## config.mk

```make
export PLATFORM = sky130hd
export DESIGN_NAME = seg_blink_scan_flat
export DESIGN_NICKNAME = d
export VERILOG_FILES = /design/src/rtl/seg_blink_scan_if.sv /design/src/rtl/seg_blink_scan.sv /design/src/flat_wrapper.sv
export SDC_FILE = /design/constraint.sdc
export NUM_CORES = 1
export LEC_CHECK = 0
export ABC_AREA = 1
export BUFFER_PORTS_ARGS = -buffer_cell sky130_fd_sc_hd__buf_4
export CORE_UTILIZATION = 30
export DETAILED_ROUTE_END_ITERATION = 8
export PLACE_DENSITY = 0.52
export SKIP_CTS_REPAIR_TIMING = 1
export SYNTH_ARGS = -nofsm -noshare
export SYNTH_HDL_FRONTEND = slang
export SYNTH_SLANG_ARGS = --single-unit
```

## constraint.sdc

```tcl
create_clock -name clk -period 2.27 [get_ports clk]
set_input_delay 0 -clock clk [delete_from_list [all_inputs] [get_ports clk]]
set_output_delay 0 -clock clk [all_outputs]
set_load 0.02 [all_outputs]
```

## src/rtl/seg_blink_scan_if.sv

```systemverilog
`default_nettype none
// ============================================================================
// Module   : seg_blink_scan_if
// Brief    : Operand/cursor inputs and 7-segment pin outputs of seg_blink_scan.
// Revision : 1.0 - initial release
// ============================================================================
interface seg_blink_scan_if;
    logic [31:0] a_val;
    logic [31:0] b_val;
    logic        sel;
    logic [7:0]  blink;
    logic        blink_en;
    logic [7:0]  dp_mask;
    logic [7:0]  an;
    logic [6:0]  seg;
    logic        dp;

    // master: operand-entry side driving the display; slave: the display driver
    modport master (
        output a_val, b_val, sel, blink, blink_en, dp_mask,
        input  an, seg, dp
    );
    modport slave (
        input  a_val, b_val, sel, blink, blink_en, dp_mask,
        output an, seg, dp
    );
endinterface
`default_nettype wire

```

## src/rtl/seg_blink_scan.sv

```systemverilog
`default_nettype none
// ============================================================================
// Module   : seg_blink_scan
// Brief    : 8-digit common-anode 7-segment scanner with hex decode and
//            blinking of the cursor digit(s).
// Revision : 1.0 - initial release
// ============================================================================
module seg_blink_scan #(
    parameter int SCAN_DIV  = 100000,
    parameter int BLINK_DIV = 25000000
) (
    input  logic              clk,
    input  logic              rst,
    seg_blink_scan_if.slave   bus
);

    // A divide-by-1 still needs a one-bit counter that simply stays at zero
    localparam int SCAN_W  = (SCAN_DIV  > 1) ? $clog2(SCAN_DIV)  : 1;
    localparam int BLINK_W = (BLINK_DIV > 1) ? $clog2(BLINK_DIV) : 1;

    localparam logic [SCAN_W-1:0]  SCAN_LAST  = SCAN_W'(SCAN_DIV - 1);
    localparam logic [BLINK_W-1:0] BLINK_LAST = BLINK_W'(BLINK_DIV - 1);
    localparam logic [SCAN_W-1:0]  SCAN_ONE   = SCAN_W'(1);
    localparam logic [BLINK_W-1:0] BLINK_ONE  = BLINK_W'(1);

    localparam logic [7:0] AN_OFF  = 8'hFF;
    localparam logic [6:0] SEG_OFF = 7'h7F;

    logic [SCAN_W-1:0]  scan_cnt_q,  scan_cnt_d;
    logic [2:0]         idx_q,       idx_d;
    logic [BLINK_W-1:0] blink_cnt_q, blink_cnt_d;
    logic               phase_q,     phase_d;
    logic [7:0]         an_q,        an_d;
    logic [6:0]         seg_q,       seg_d;
    logic               dp_q,        dp_d;

    logic [3:0]         nib;
    logic               blank;

    // Active-low segment pattern, bit order {g,f,e,d,c,b,a}
    function automatic logic [6:0] hex7(input logic [3:0] v);
        logic [6:0] s;
        case (v)
            4'h0:    s = 7'b1000000;
            4'h1:    s = 7'b1111001;
            4'h2:    s = 7'b0100100;
            4'h3:    s = 7'b0110000;
            4'h4:    s = 7'b0011001;
            4'h5:    s = 7'b0010010;
            4'h6:    s = 7'b0000010;
            4'h7:    s = 7'b1111000;
            4'h8:    s = 7'b0000000;
            4'h9:    s = 7'b0010000;
            4'hA:    s = 7'b0001000;
            4'hB:    s = 7'b0000011;
            4'hC:    s = 7'b1000110;
            4'hD:    s = 7'b0100001;
            4'hE:    s = 7'b0000110;
            default: s = 7'b0001110;
        endcase
        return s;
    endfunction

    always_comb begin
        nib   = bus.sel ? bus.b_val[{idx_q, 2'b00} +: 4]
                        : bus.a_val[{idx_q, 2'b00} +: 4];
        blank = bus.blink_en & phase_q & bus.blink[idx_q];

        scan_cnt_d = scan_cnt_q + SCAN_ONE;
        idx_d      = idx_q;
        if (scan_cnt_q == SCAN_LAST) begin
            scan_cnt_d = '0;
            idx_d      = idx_q + 3'd1;
        end

        // Blink timebase free-runs so the cursor phase is stable across enables
        blink_cnt_d = blink_cnt_q + BLINK_ONE;
        phase_d     = phase_q;
        if (blink_cnt_q == BLINK_LAST) begin
            blink_cnt_d = '0;
            phase_d     = ~phase_q;
        end

        if (blank) begin
            an_d  = AN_OFF;
            seg_d = SEG_OFF;
            dp_d  = 1'b1;
        end else begin
            an_d  = ~(8'h01 << idx_q);
            seg_d = hex7(nib);
            dp_d  = ~bus.dp_mask[idx_q];
        end
    end

    always_ff @(posedge clk) begin
        if (rst) begin
            scan_cnt_q  <= '0;
            idx_q       <= '0;
            blink_cnt_q <= '0;
            phase_q     <= 1'b0;
            an_q        <= AN_OFF;
            seg_q       <= SEG_OFF;
            dp_q        <= 1'b1;
        end else begin
            scan_cnt_q  <= scan_cnt_d;
            idx_q       <= idx_d;
            blink_cnt_q <= blink_cnt_d;
            phase_q     <= phase_d;
            an_q        <= an_d;
            seg_q       <= seg_d;
            dp_q        <= dp_d;
        end
    end

    assign bus.an  = an_q;
    assign bus.seg = seg_q;
    assign bus.dp  = dp_q;

endmodule
`default_nettype wire

```

## src/flat_wrapper.sv

```systemverilog
// flat-port wrapper written by rule: the top's interface ports become plain ports
module seg_blink_scan_flat 
#(
    parameter int SCAN_DIV  = 100000,
    parameter int BLINK_DIV = 25000000
)
  (clk, rst, bus_a_val, bus_b_val, bus_sel, bus_blink, bus_blink_en, bus_dp_mask, bus_an, bus_seg, bus_dp);
  seg_blink_scan_if bus_i ();
  input  logic clk;
  input  logic rst;
  input wire logic [$bits(bus_i.a_val)-1:0] bus_a_val;
  input wire logic [$bits(bus_i.b_val)-1:0] bus_b_val;
  input wire logic [$bits(bus_i.sel)-1:0] bus_sel;
  input wire logic [$bits(bus_i.blink)-1:0] bus_blink;
  input wire logic [$bits(bus_i.blink_en)-1:0] bus_blink_en;
  input wire logic [$bits(bus_i.dp_mask)-1:0] bus_dp_mask;
  output wire logic [$bits(bus_i.an)-1:0] bus_an;
  output wire logic [$bits(bus_i.seg)-1:0] bus_seg;
  output wire logic [$bits(bus_i.dp)-1:0] bus_dp;
  assign bus_i.a_val = bus_a_val;
  assign bus_i.b_val = bus_b_val;
  assign bus_i.sel = bus_sel;
  assign bus_i.blink = bus_blink;
  assign bus_i.blink_en = bus_blink_en;
  assign bus_i.dp_mask = bus_dp_mask;
  assign bus_an = bus_i.an;
  assign bus_seg = bus_i.seg;
  assign bus_dp = bus_i.dp;
  seg_blink_scan #(.SCAN_DIV(SCAN_DIV), .BLINK_DIV(BLINK_DIV)) u_core (.clk(clk), .rst(rst), .bus(bus_i));
endmodule
```

==> out/results.ini <==
[run_status]
status = finished, final reports clean

[cells_and_area]
fillers = 1358
nets = 787
stdcell_area_um2 = 5020
final_cells = 866
diodes = 0
drive_above_1_share = 0.216
area_growth_pct = 29.9

[placement]
hpwl_um = 8050
place.gp.congestion = 0.819
placed_cell_area_um2 = 4700
dp.cells = 850
io_buffers = 99

[drt]
drtIter0Drc = 182
drc = 0
avgRoutedWirePerCell_um = 12.1
dr.pass1.iters = 4
routed_wl_um = 10500
viasPerCell = 4.57
vias = 3958
ant_nets = 0

[synthesis]
yosysSeqAreaShare = 0.321
yosysMostFrequentCell = nand2_1
synth_cell_types = 36
synth-seq-cells = 62
async_flop_share = 0
synthTopCellsByCount = nand2_1, nor2_1, dfxtp_1
synthFlopType = dfxtp_1
syn_avg_cell_area_um2 = 6.50
synth_top_area_frac = 0.321
yosysTopAreaCell = dfxtp_1
syn_inst = 594
yosys-top-cells-area = dfxtp_1, nand2_1, nor2_1
syn-cell-area_um2 = 3860
synthesis.nets = 692
yosysWarningCount = 0
synth_edf_count = 0

[die]
die_width_um = 115
start_util = 0.307
boundaryPins = 100
core-area_um2 = 12600
rows = 41
dieArea_um2 = 13300
die_h_um = 115

[global_routing]
grt_pass1_wl_um = 17100
grt_pass1_vias = 3762
antenna_found_initial = 0
overflow = 0
grt_max_degree = 26
grt_use_total = 0.161

[timing]
worstMarginPinSlew_ps = 489
relSlewSlack = 0.673
fin_skew_ps = 5.72
hold_viol = 0
clock.fmax_mhz = 526
rsz0062_at_grt = no
worst_hold_slack_ps = 63.3
setup_viol = 0
slew_violations = 0
setup_tns_ps = 0
period_minus_slack_ps = 1900
finalCritPeriodShare = 0.838

[clock_network]
clk_path_buf_depth = 2
cts_buffers = 9
h-tree-depth = 3
clockRootBuffer = clkbuf_16
cts_tree = yes
clock_latency_ps = 320
clk_pin_slew_worst_paths_ps = 50
cts.sinks = 62

[setup_path]
critPathTopFamily = simple AND/OR/NAND/NOR gates
r2r_setup_slack_ps = 370
start_kind = register
slowest_stage = dfxtp_1
cp.buffers_inverters = 3
critPathKind = reg -> reg
end_kind = register
critPathMostFrequentCell = nand2_1
worstPathMaxFanout = 25
critPathMaxStageDelay_ps = 310
worstPathRequired_ps = 2480
cp.arrival_ps = 2110
path_cells = inv_2 -> o211ai_1 -> nand3_1 -> nand3_1 -> nand2_1 -> inv_1 -> ha_1 -> inv_1 -> nand2_1 -> nand2_1 -> nand2_1 -> nand3_1

[min_path]
min_path_type = in -> reg

[pwr]
peakVddDrop_mv = 0.307
power.leakage_nw = 2.27
fin_total_pwr_mw = 2.92
cellPowerDensity_nw_per_um2 = 581

[run]
drv_cap = 0

## registers in the layout (all words and copies together) (netlist names)
name,flops
u_core.phase_q,1
u_core.bus.seg,7
u_core.scan_cnt_q,17
u_core.blink_cnt_q,25
u_core.idx_q,3
u_core.bus.dp,1
u_core.bus.an,8
## power by group
part | switching, mW | total, mW | internal [mW]
Combinational | 0.173 | 0.344 | 0.171
Sequential | 0.00971 | 1.12 | 1.11
Clock | 0.491 | 1.45 | 0.958
Total | 0.674 | 2.92 | 2.24
## placed cells by master, fill, tap and decap left out, types with 12 or more instances in the layout
| cell | Yosys | layout |
|---|---|---|
| nand2_1 | 166 | 166 |
| buf_4 | 6 | 104 |
| nor2_1 | 72 | 72 |
| dfxtp_1 | 62 | 62 |
| inv_1 | 61 | 61 |
| nand3_1 | 53 | 53 |
| nor3_1 | 22 | 22 |
| a21oi_1 | 18 | 18 |
| ha_1 | 14 | 14 |
| nand4_1 | 12 | 12 |
## cells by family (layout without fill, tap and decap cells)
family,Yosys count,after routing,synth area share
adders and majority gates,14,14,0.0454
AOI/OAI and AO/OA,49,49,0.0700
buffers and inverters,89,189,0.108
DFF,62,62,0.321
xor gates and xnor gates,13,13,0.0295
and+or+nand+nor,367,367,0.426
## final timing paths
| path | startpoint | endpoint | cells past startpoint |
|---|---|---|---|
| setup / recovery | u_core.idx_q[0]$_SDFFE_PP0N_ | u_core.bus.seg[3]$_SDFF_PP1_ | 12 |
| hold / removal | rst | u_core.idx_q[2]$_SDFFE_PP0N_ | 4 |
| setup reg to reg | u_core.idx_q[0]$_SDFFE_PP0N_ | u_core.bus.seg[3]$_SDFF_PP1_ | 12 |
| hold reg to reg | u_core.scan_cnt_q[0]$_SDFF_PP0_ | u_core.scan_cnt_q[0]$_SDFF_PP0_ | 1 |
## stage by stage
step | setup slack (ps) | util
2_1_floorplan | 364 | -
3_5_place_dp | 363 | 0.374
3_3_place_gp | 416 | 0.374
5_1_grt | 174 | 0.399
4_1_cts | 357 | 0.399
6_report | 368 | 0.399
## tightest hold or removal path: cells and delay by family
kind,cells,cell delay [ps]
buffers and inverters,2,200
and+or+nand+nor,2,130
## cell type report
| cell class | count | area, um^2 | share of cell area |
|---|---|---|---|
| Clock inverter | 6 | 86.3 | 0.0172 |
| Multi-Input combinational cell | 443 | 2200 | 0.440 |
| Tap cell | 172 | 215 | 0.0429 |
| Inverter | 69 | 259 | 0.0516 |
| Timing Repair Buffer | 104 | 781 | 0.156 |
| Clock buffer | 10 | 229 | 0.0456 |
| Sequential cell | 62 | 1240 | 0.247 |
## metal layers
metal,global-route usage,up-vias,share of wire
li1,-,2088,-
met1,0.180,1789,0.44
met2,0.303,77,0.50
met3,0.0450,4,0.056
met4,0.0286,0,0.0042
met5,0,-,0
(Power assumes the default switching activity.)
